$ cat config.mk
export PLATFORM = sky130hd
export DESIGN_NAME = mem_port_arbiter_flat
export DESIGN_NICKNAME = d
export VERILOG_FILES = /design/src/rtl/mem_port_arbiter_if.sv /design/src/rtl/mem_port_arbiter.sv /design/src/flat_wrapper.sv
export SDC_FILE = /design/constraint.sdc
export NUM_CORES = 1
export LEC_CHECK = 0
export ABC_AREA = 1
export CAP_MARGIN = 20
export CELL_PAD_IN_SITES_DETAIL_PLACEMENT = 0
export CELL_PAD_IN_SITES_GLOBAL_PLACEMENT = 1
export CORE_MARGIN = 2
export CORE_UTILIZATION = 10
export CTS_CLUSTER_SIZE = 20
export DETAILED_ROUTE_END_ITERATION = 6
export GPL_TIMING_DRIVEN = 0
export PLACE_DENSITY_LB_ADDON = 0.1
export SYNTH_ARGS = -nofsm -noshare
export SYNTH_HDL_FRONTEND = slang
export SYNTH_SLANG_ARGS = --single-unit
export TNS_END_PERCENT = 20
$ cat constraint.sdc
create_clock -name clk -period 1.6 [get_ports clk]
set_input_delay 0.32 -clock clk [delete_from_list [all_inputs] [get_ports clk]]
set_output_delay 0.32 -clock clk [all_outputs]
set_load 0.1 [all_outputs]
$ cat src/rtl/mem_port_arbiter_if.sv
// Bundle of signals between the instruction requester, the data requester,
// the arbiter and the shared single-port SRAM.
// slave  : the arbiter's view (takes requests, drives grants/responses/SRAM).
// master : the surrounding system's view (requesters plus SRAM read data).
interface mem_port_arbiter_if;
  // instruction side
  logic        i_req;
  logic [31:0] i_addr;
  logic        i_gnt;
  logic        i_rvalid;
  logic [31:0] i_rdata;
  logic        i_flush;
  // data side
  logic        d_req;
  logic [3:0]  d_wen;
  logic [31:0] d_addr;
  logic [31:0] d_wdata;
  logic        d_gnt;
  logic        d_rvalid;
  logic [31:0] d_rdata;
  // shared SRAM port
  logic        sram_en;
  logic [3:0]  sram_wen;
  logic [31:0] sram_addr;
  logic [31:0] sram_wdata;
  logic [31:0] sram_rdata;

  modport slave (
    input  i_req, i_addr, i_flush,
    input  d_req, d_wen, d_addr, d_wdata,
    input  sram_rdata,
    output i_gnt, i_rvalid, i_rdata,
    output d_gnt, d_rvalid, d_rdata,
    output sram_en, sram_wen, sram_addr, sram_wdata
  );

  modport master (
    output i_req, i_addr, i_flush,
    output d_req, d_wen, d_addr, d_wdata,
    output sram_rdata,
    input  i_gnt, i_rvalid, i_rdata,
    input  d_gnt, d_rvalid, d_rdata,
    input  sram_en, sram_wen, sram_addr, sram_wdata
  );
endinterface

$ cat src/rtl/mem_port_arbiter.sv
// mem_port_arbiter: shares one single-cycle-latency SRAM port between an
// instruction fetch requester and a data load/store requester.
// Grants are combinational (same cycle as the request); read data returns
// one cycle later and is steered by a registered response-owner field.
// Data has priority over instruction fetch. Defining ARB_STARVE_GUARD_EN
// adds a starve counter that forces an instruction grant after
// STARVE_LIMIT consecutive denied cycles; without it priority is strict.
module mem_port_arbiter #(
  parameter int unsigned STARVE_LIMIT = 4,
  parameter logic [31:0] ADDR_MASK    = 32'h1FFFFFFF
) (
  input  logic              clk,
  input  logic              reset,
  mem_port_arbiter_if.slave bus
);

  // Owner of the response that is due in the current cycle.
  typedef enum logic [1:0] {
    OWN_NONE  = 2'd0,
    OWN_INST  = 2'd1,
    OWN_DREAD = 2'd2
  } owner_t;

  owner_t owner_reg;
  logic   force_inst;
  logic   grant_i;
  logic   grant_d;
  logic   d_is_read;

  // Out-of-range starve limits are rejected at elaboration time.
  generate
    if (STARVE_LIMIT < 1 || STARVE_LIMIT > 15) begin : g_bad_limit
      $error("mem_port_arbiter: STARVE_LIMIT must be in 1..15");
    end
  endgenerate

`ifdef ARB_STARVE_GUARD_EN
  localparam logic [3:0] STARVE_MAX = 4'(STARVE_LIMIT);

  logic [3:0] starve_reg;

  // Once the fetch side has waited STARVE_MAX cycles it wins over data.
  assign force_inst = bus.i_req && (starve_reg == STARVE_MAX);

  // Count consecutive denied fetch cycles, saturating at the limit.
  always_ff @(posedge clk) begin
    if (reset) begin
      starve_reg <= '0;
    end else if (grant_i || !bus.i_req) begin
      starve_reg <= '0;
    end else if (starve_reg != STARVE_MAX) begin
      starve_reg <= starve_reg + 4'd1;
    end
  end
`else
  // Strict data priority: fetch waits as long as data keeps requesting.
  assign force_inst = 1'b0;
`endif

  // Grant selection; nothing is granted while reset is asserted.
  assign grant_d   = !reset && bus.d_req && !force_inst;
  assign grant_i   = !reset && bus.i_req && !grant_d;
  assign d_is_read = (bus.d_wen == 4'b0000);

  assign bus.i_gnt = grant_i;
  assign bus.d_gnt = grant_d;

  // Shared SRAM port: address from the winner, masked into SRAM space.
  assign bus.sram_en    = grant_i || grant_d;
  assign bus.sram_addr  = (grant_d ? bus.d_addr : bus.i_addr) & ADDR_MASK;
  assign bus.sram_wdata = bus.d_wdata;

  // Byte-lane write enables pass through only on a data grant.
  generate
    for (genvar gi = 0; gi < 4; gi++) begin : g_wen_lane
      assign bus.sram_wen[gi] = grant_d && bus.d_wen[gi];
    end
  endgenerate

  // Record who owns the response that returns next cycle. A fetch granted
  // while flush is high is already stale, so it is recorded as NONE.
  always_ff @(posedge clk) begin
    if (reset) begin
      owner_reg <= OWN_NONE;
    end else if (grant_i) begin
      owner_reg <= bus.i_flush ? OWN_NONE : OWN_INST;
    end else if (grant_d && d_is_read) begin
      owner_reg <= OWN_DREAD;
    end else begin
      owner_reg <= OWN_NONE;
    end
  end

  // Response steering; flush only kills the instruction-side response and
  // reset drops whatever response was in flight.
  assign bus.i_rvalid = !reset && (owner_reg == OWN_INST) && !bus.i_flush;
  assign bus.d_rvalid = !reset && (owner_reg == OWN_DREAD);
  assign bus.i_rdata  = bus.sram_rdata;
  assign bus.d_rdata  = bus.sram_rdata;

endmodule

$ cat src/flat_wrapper.sv
// flat-port wrapper written by rule: the top's interface ports become plain ports
module mem_port_arbiter_flat 
#(
  parameter int unsigned STARVE_LIMIT = 4,
  parameter logic [31:0] ADDR_MASK    = 32'h1FFFFFFF
)
  (clk, reset, bus_i_req, bus_i_addr, bus_i_flush, bus_d_req, bus_d_wen, bus_d_addr, bus_d_wdata, bus_sram_rdata, bus_i_gnt, bus_i_rvalid, bus_i_rdata, bus_d_gnt, bus_d_rvalid, bus_d_rdata, bus_sram_en, bus_sram_wen, bus_sram_addr, bus_sram_wdata);
  mem_port_arbiter_if bus_i ();
  input  logic clk;
  input  logic reset;
  input wire logic [$bits(bus_i.i_req)-1:0] bus_i_req;
  input wire logic [$bits(bus_i.i_addr)-1:0] bus_i_addr;
  input wire logic [$bits(bus_i.i_flush)-1:0] bus_i_flush;
  input wire logic [$bits(bus_i.d_req)-1:0] bus_d_req;
  input wire logic [$bits(bus_i.d_wen)-1:0] bus_d_wen;
  input wire logic [$bits(bus_i.d_addr)-1:0] bus_d_addr;
  input wire logic [$bits(bus_i.d_wdata)-1:0] bus_d_wdata;
  input wire logic [$bits(bus_i.sram_rdata)-1:0] bus_sram_rdata;
  output wire logic [$bits(bus_i.i_gnt)-1:0] bus_i_gnt;
  output wire logic [$bits(bus_i.i_rvalid)-1:0] bus_i_rvalid;
  output wire logic [$bits(bus_i.i_rdata)-1:0] bus_i_rdata;
  output wire logic [$bits(bus_i.d_gnt)-1:0] bus_d_gnt;
  output wire logic [$bits(bus_i.d_rvalid)-1:0] bus_d_rvalid;
  output wire logic [$bits(bus_i.d_rdata)-1:0] bus_d_rdata;
  output wire logic [$bits(bus_i.sram_en)-1:0] bus_sram_en;
  output wire logic [$bits(bus_i.sram_wen)-1:0] bus_sram_wen;
  output wire logic [$bits(bus_i.sram_addr)-1:0] bus_sram_addr;
  output wire logic [$bits(bus_i.sram_wdata)-1:0] bus_sram_wdata;
  assign bus_i.i_req = bus_i_req;
  assign bus_i.i_addr = bus_i_addr;
  assign bus_i.i_flush = bus_i_flush;
  assign bus_i.d_req = bus_d_req;
  assign bus_i.d_wen = bus_d_wen;
  assign bus_i.d_addr = bus_d_addr;
  assign bus_i.d_wdata = bus_d_wdata;
  assign bus_i.sram_rdata = bus_sram_rdata;
  assign bus_i_gnt = bus_i.i_gnt;
  assign bus_i_rvalid = bus_i.i_rvalid;
  assign bus_i_rdata = bus_i.i_rdata;
  assign bus_d_gnt = bus_i.d_gnt;
  assign bus_d_rvalid = bus_i.d_rvalid;
  assign bus_d_rdata = bus_i.d_rdata;
  assign bus_sram_en = bus_i.sram_en;
  assign bus_sram_wen = bus_i.sram_wen;
  assign bus_sram_addr = bus_i.sram_addr;
  assign bus_sram_wdata = bus_i.sram_wdata;
  mem_port_arbiter #(.STARVE_LIMIT(STARVE_LIMIT), .ADDR_MASK(ADDR_MASK)) u_core (.clk(clk), .reset(reset), .bus(bus_i));
endmodule
==> summary.txt, run 1 <==
Status
  – Status: completed

STA
  – Max Slew Vio Count: 0
  – Post-route setup slack: between 0.03 and 0.04 ns
  – # setup viols final: 0
  – Post-route clock period utilization: between 90% and 100%
  – Fmax achieved: 638 MHz
  – Final hold violation count: 0
  – Worst hold margin: between 0.5 and 0.6 ns
  – RSZ-0062 raised after global routing: true
  – Fin crit period: approximately 1.6 ns
  – Max-slew headroom: ~36%
  – Worst Tran Pin Value: 0.969 ns

Critical path
  – Worst path slowest cell: dlygate4sd2_1
  – CP top delay family: buffers and inverters
  – Crit path buffers/inverters: 2
  – Critical Path AT: 1.25 ns
  – Crit path kind: input port to primary output
  – Crit end category: primary output
  – Crit Path Max Fanout: 2
  – Req. time, crit path: ~1.3 ns
  – Critical path cell sequence: buf_4 > dlygate4sd2_1
  – Max incr delay on CP: 0.85 ns
  – Crit start category: input port

Floorplanning
  – Core Rows: between 40 and 50
  – Chip height: roughly 120 um
  – Area of the core: roughly 13000 um2
  – Die width: 118 um
  – Starting Density: approximately a tenth
  – Die footprint: ~14000 um2
  – # IOs: between 200 and 300

Placed design
  – GPL Wtd Cong: approximately 0.67
  – Dpl cells: 597
  – Dpl hpwl: 5650 um
  – Post-Place Worst Slack: -1.47 ns
  – Area after DPL: roughly 3600 um2
  – IO buf count: 200

Global routing
  – Largest net degree at the start of global routing: 11
  – Wire length of the first global-routing pass: between 10000 and 15000 um
  – GRT Util Overall: under 10%
  – Initial antenna violation count: 0
  – Vias in the first global route: between 2000 and 2500
  – Overflow after GRT: 0

Run
  – Number of max-cap violations: 0

Hold path
  – Hold path cells: 4
  – Worst hold path class: input port to register
  – Hold wc startpoint: reset
  – Hold path endpoint: u_core.owner_reg[0]$_SDFF_PP0_

Synthesis
  – Average size of a mapped cell: just under 6 um2
  – Synthesized area: around 1300 um2
  – Register area share after synthesis: about 3.1%
  – Cell count after synthesis: between 200 and 250
  – Netlist cell types: 11
  – Yosys reg bits: 2
  – Yosys warning total: 0

Routing
  – Via count: 1975
  – Wire per inst: roughly 11 um
  – Antenna-violating nets left: 0
  – DRC: 0
  – Drt total wl: about 6600 um
  – DR iter-0 viols: 29
  – Vias/cell: around 3.3
  – DR pass1 iterations: 4

Pwr
  – Pwr Total: around 2900 uW
  – Pwr dens: slightly below 800 nW/um2
  – P_leak: just under 0.002 uW
  – Peak VDD IR: 0.410 mV

Cells and area
  – N_diodes: 0
  – Most frequent cells in the layout: buf_4, clkdlybuf4s50_1, nand2_1, nand3_1, buf_12
  – Share of cells above drive strength 1: 61.6%
  – Most common cell after layout, fill and taps aside: buf_4
  – Area Growth Syn to Fin: 185%
  – Non-Filler Instances: roughly 600
  – Fillers: roughly 1400
  – Nets: 569
  – Final instance area: 3720 um2
  – Number of flip-flops in the largest register: 2

Clock network
  – CTS tree: built
  – H-tree depth: 1
  – Root Buffer: clkbuf_16
  – CTS Hold Bufs: 0
  – CTS Buffer Depth: 2
  – CTS Sinks: 2
  – CTS buffer count: 3
  – Clk slew on worst S/H paths: 0.03 ns
==> repair_timing <==
item | 4_1_cts | 5_1_grt
resized for setup | 388 | 39
setup buffers | 0 | 1
endpoints found under the setup margin | 134 | 32
gates cloned | 0 | 1
pin swaps | 0 | 1
==> logic make-up after synthesis <==
family	after synthesis	synth area share [%]
buffers and inverters	117	63.4
flip-flops	2	3.07
other	1	0.287
AND/OR/NAND/NOR	103	33.3
==> per-stage QoR <==
stage	TNS, ns	util (%)
after global placement	-71.73	28.2
after global routing	-0.0184	29.4
final	0	29.4
after detailed placement	-71.51	28.2
after floorplan	-1.66	-
after CTS	0	27.9
==> power by group <==
group	total (uW)	switching (uW)	internal [uW]
Sequential	51.8	0.515	51.2
Clock	372	54.1	318
Combinational	2450	1740	714
Total	2870	1790	1080
==> cells in the mapped netlist <==
cell type	number	area share, %
nand3_1	31	12
nor2_1	9	2.6
dfxtp_1	2	3.1
inv_1	8	2.3
buf_4	101	58
inv_2	1	0.29
nand2_1	61	18
nor3_1	1	0.38
buf_2	7	2.7
nand2_4	1	0.86
conb_1	1	0.29
==> layout make-up <==
cell class | count | area (um2) | area share, %
plain buffers | 108 | 842 | 22.6
clock buffers | 3 | 75.1 | 2.02
inverters | 9 | 38.8 | 1.04
multi-input cells | 106 | 514 | 13.8
flip-flops and latches | 2 | 40.0 | 1.08
well taps | 172 | 215 | 5.79
repair buffers | 202 | 1990 | 53.6
==> how the worst max path moves through the flow <==
stage,start,cells past startpoint,endpoint,slack [ns]
6_report,bus_sram_rdata[22],2,bus_i_rdata[22],0.03
5_1_grt,bus_d_req,6,bus_i_gnt,-0.01
4_1_cts,reset,7,bus_sram_addr[18],0.0004
3_5_place_dp,reset,7,bus_sram_addr[26],-1.47
3_3_place_gp,reset,7,bus_sram_addr[25],-1.47
2_1_floorplan,reset,1,bus_d_rvalid,-0.25
==> routing by layer <==
metal / GRT usage [%] / wire, um / vias up
met3: 3.09 / 852 / 4
met4: 1.28 / 46 / 0
met5: 0 / 0 / -
met1: 8.77 / 2240 / 829
met2: 17.1 / 3410 / 144
li1: - / - / 998
No activity file was read; power rests on OpenSTA's default activity.
==> inputs of run 2 (changes only) <==
--- a/config.mk
+++ b/config.mk
@@ -6,7 +6,6 @@
 export NUM_CORES = 1
 export LEC_CHECK = 0
 export ABC_AREA = 1
-export CAP_MARGIN = 20
 export CELL_PAD_IN_SITES_DETAIL_PLACEMENT = 0
 export CELL_PAD_IN_SITES_GLOBAL_PLACEMENT = 1
 export CORE_MARGIN = 2
==> results of run 2 <==
No change in the layout: final DEF, timing and power equal those of run 1.
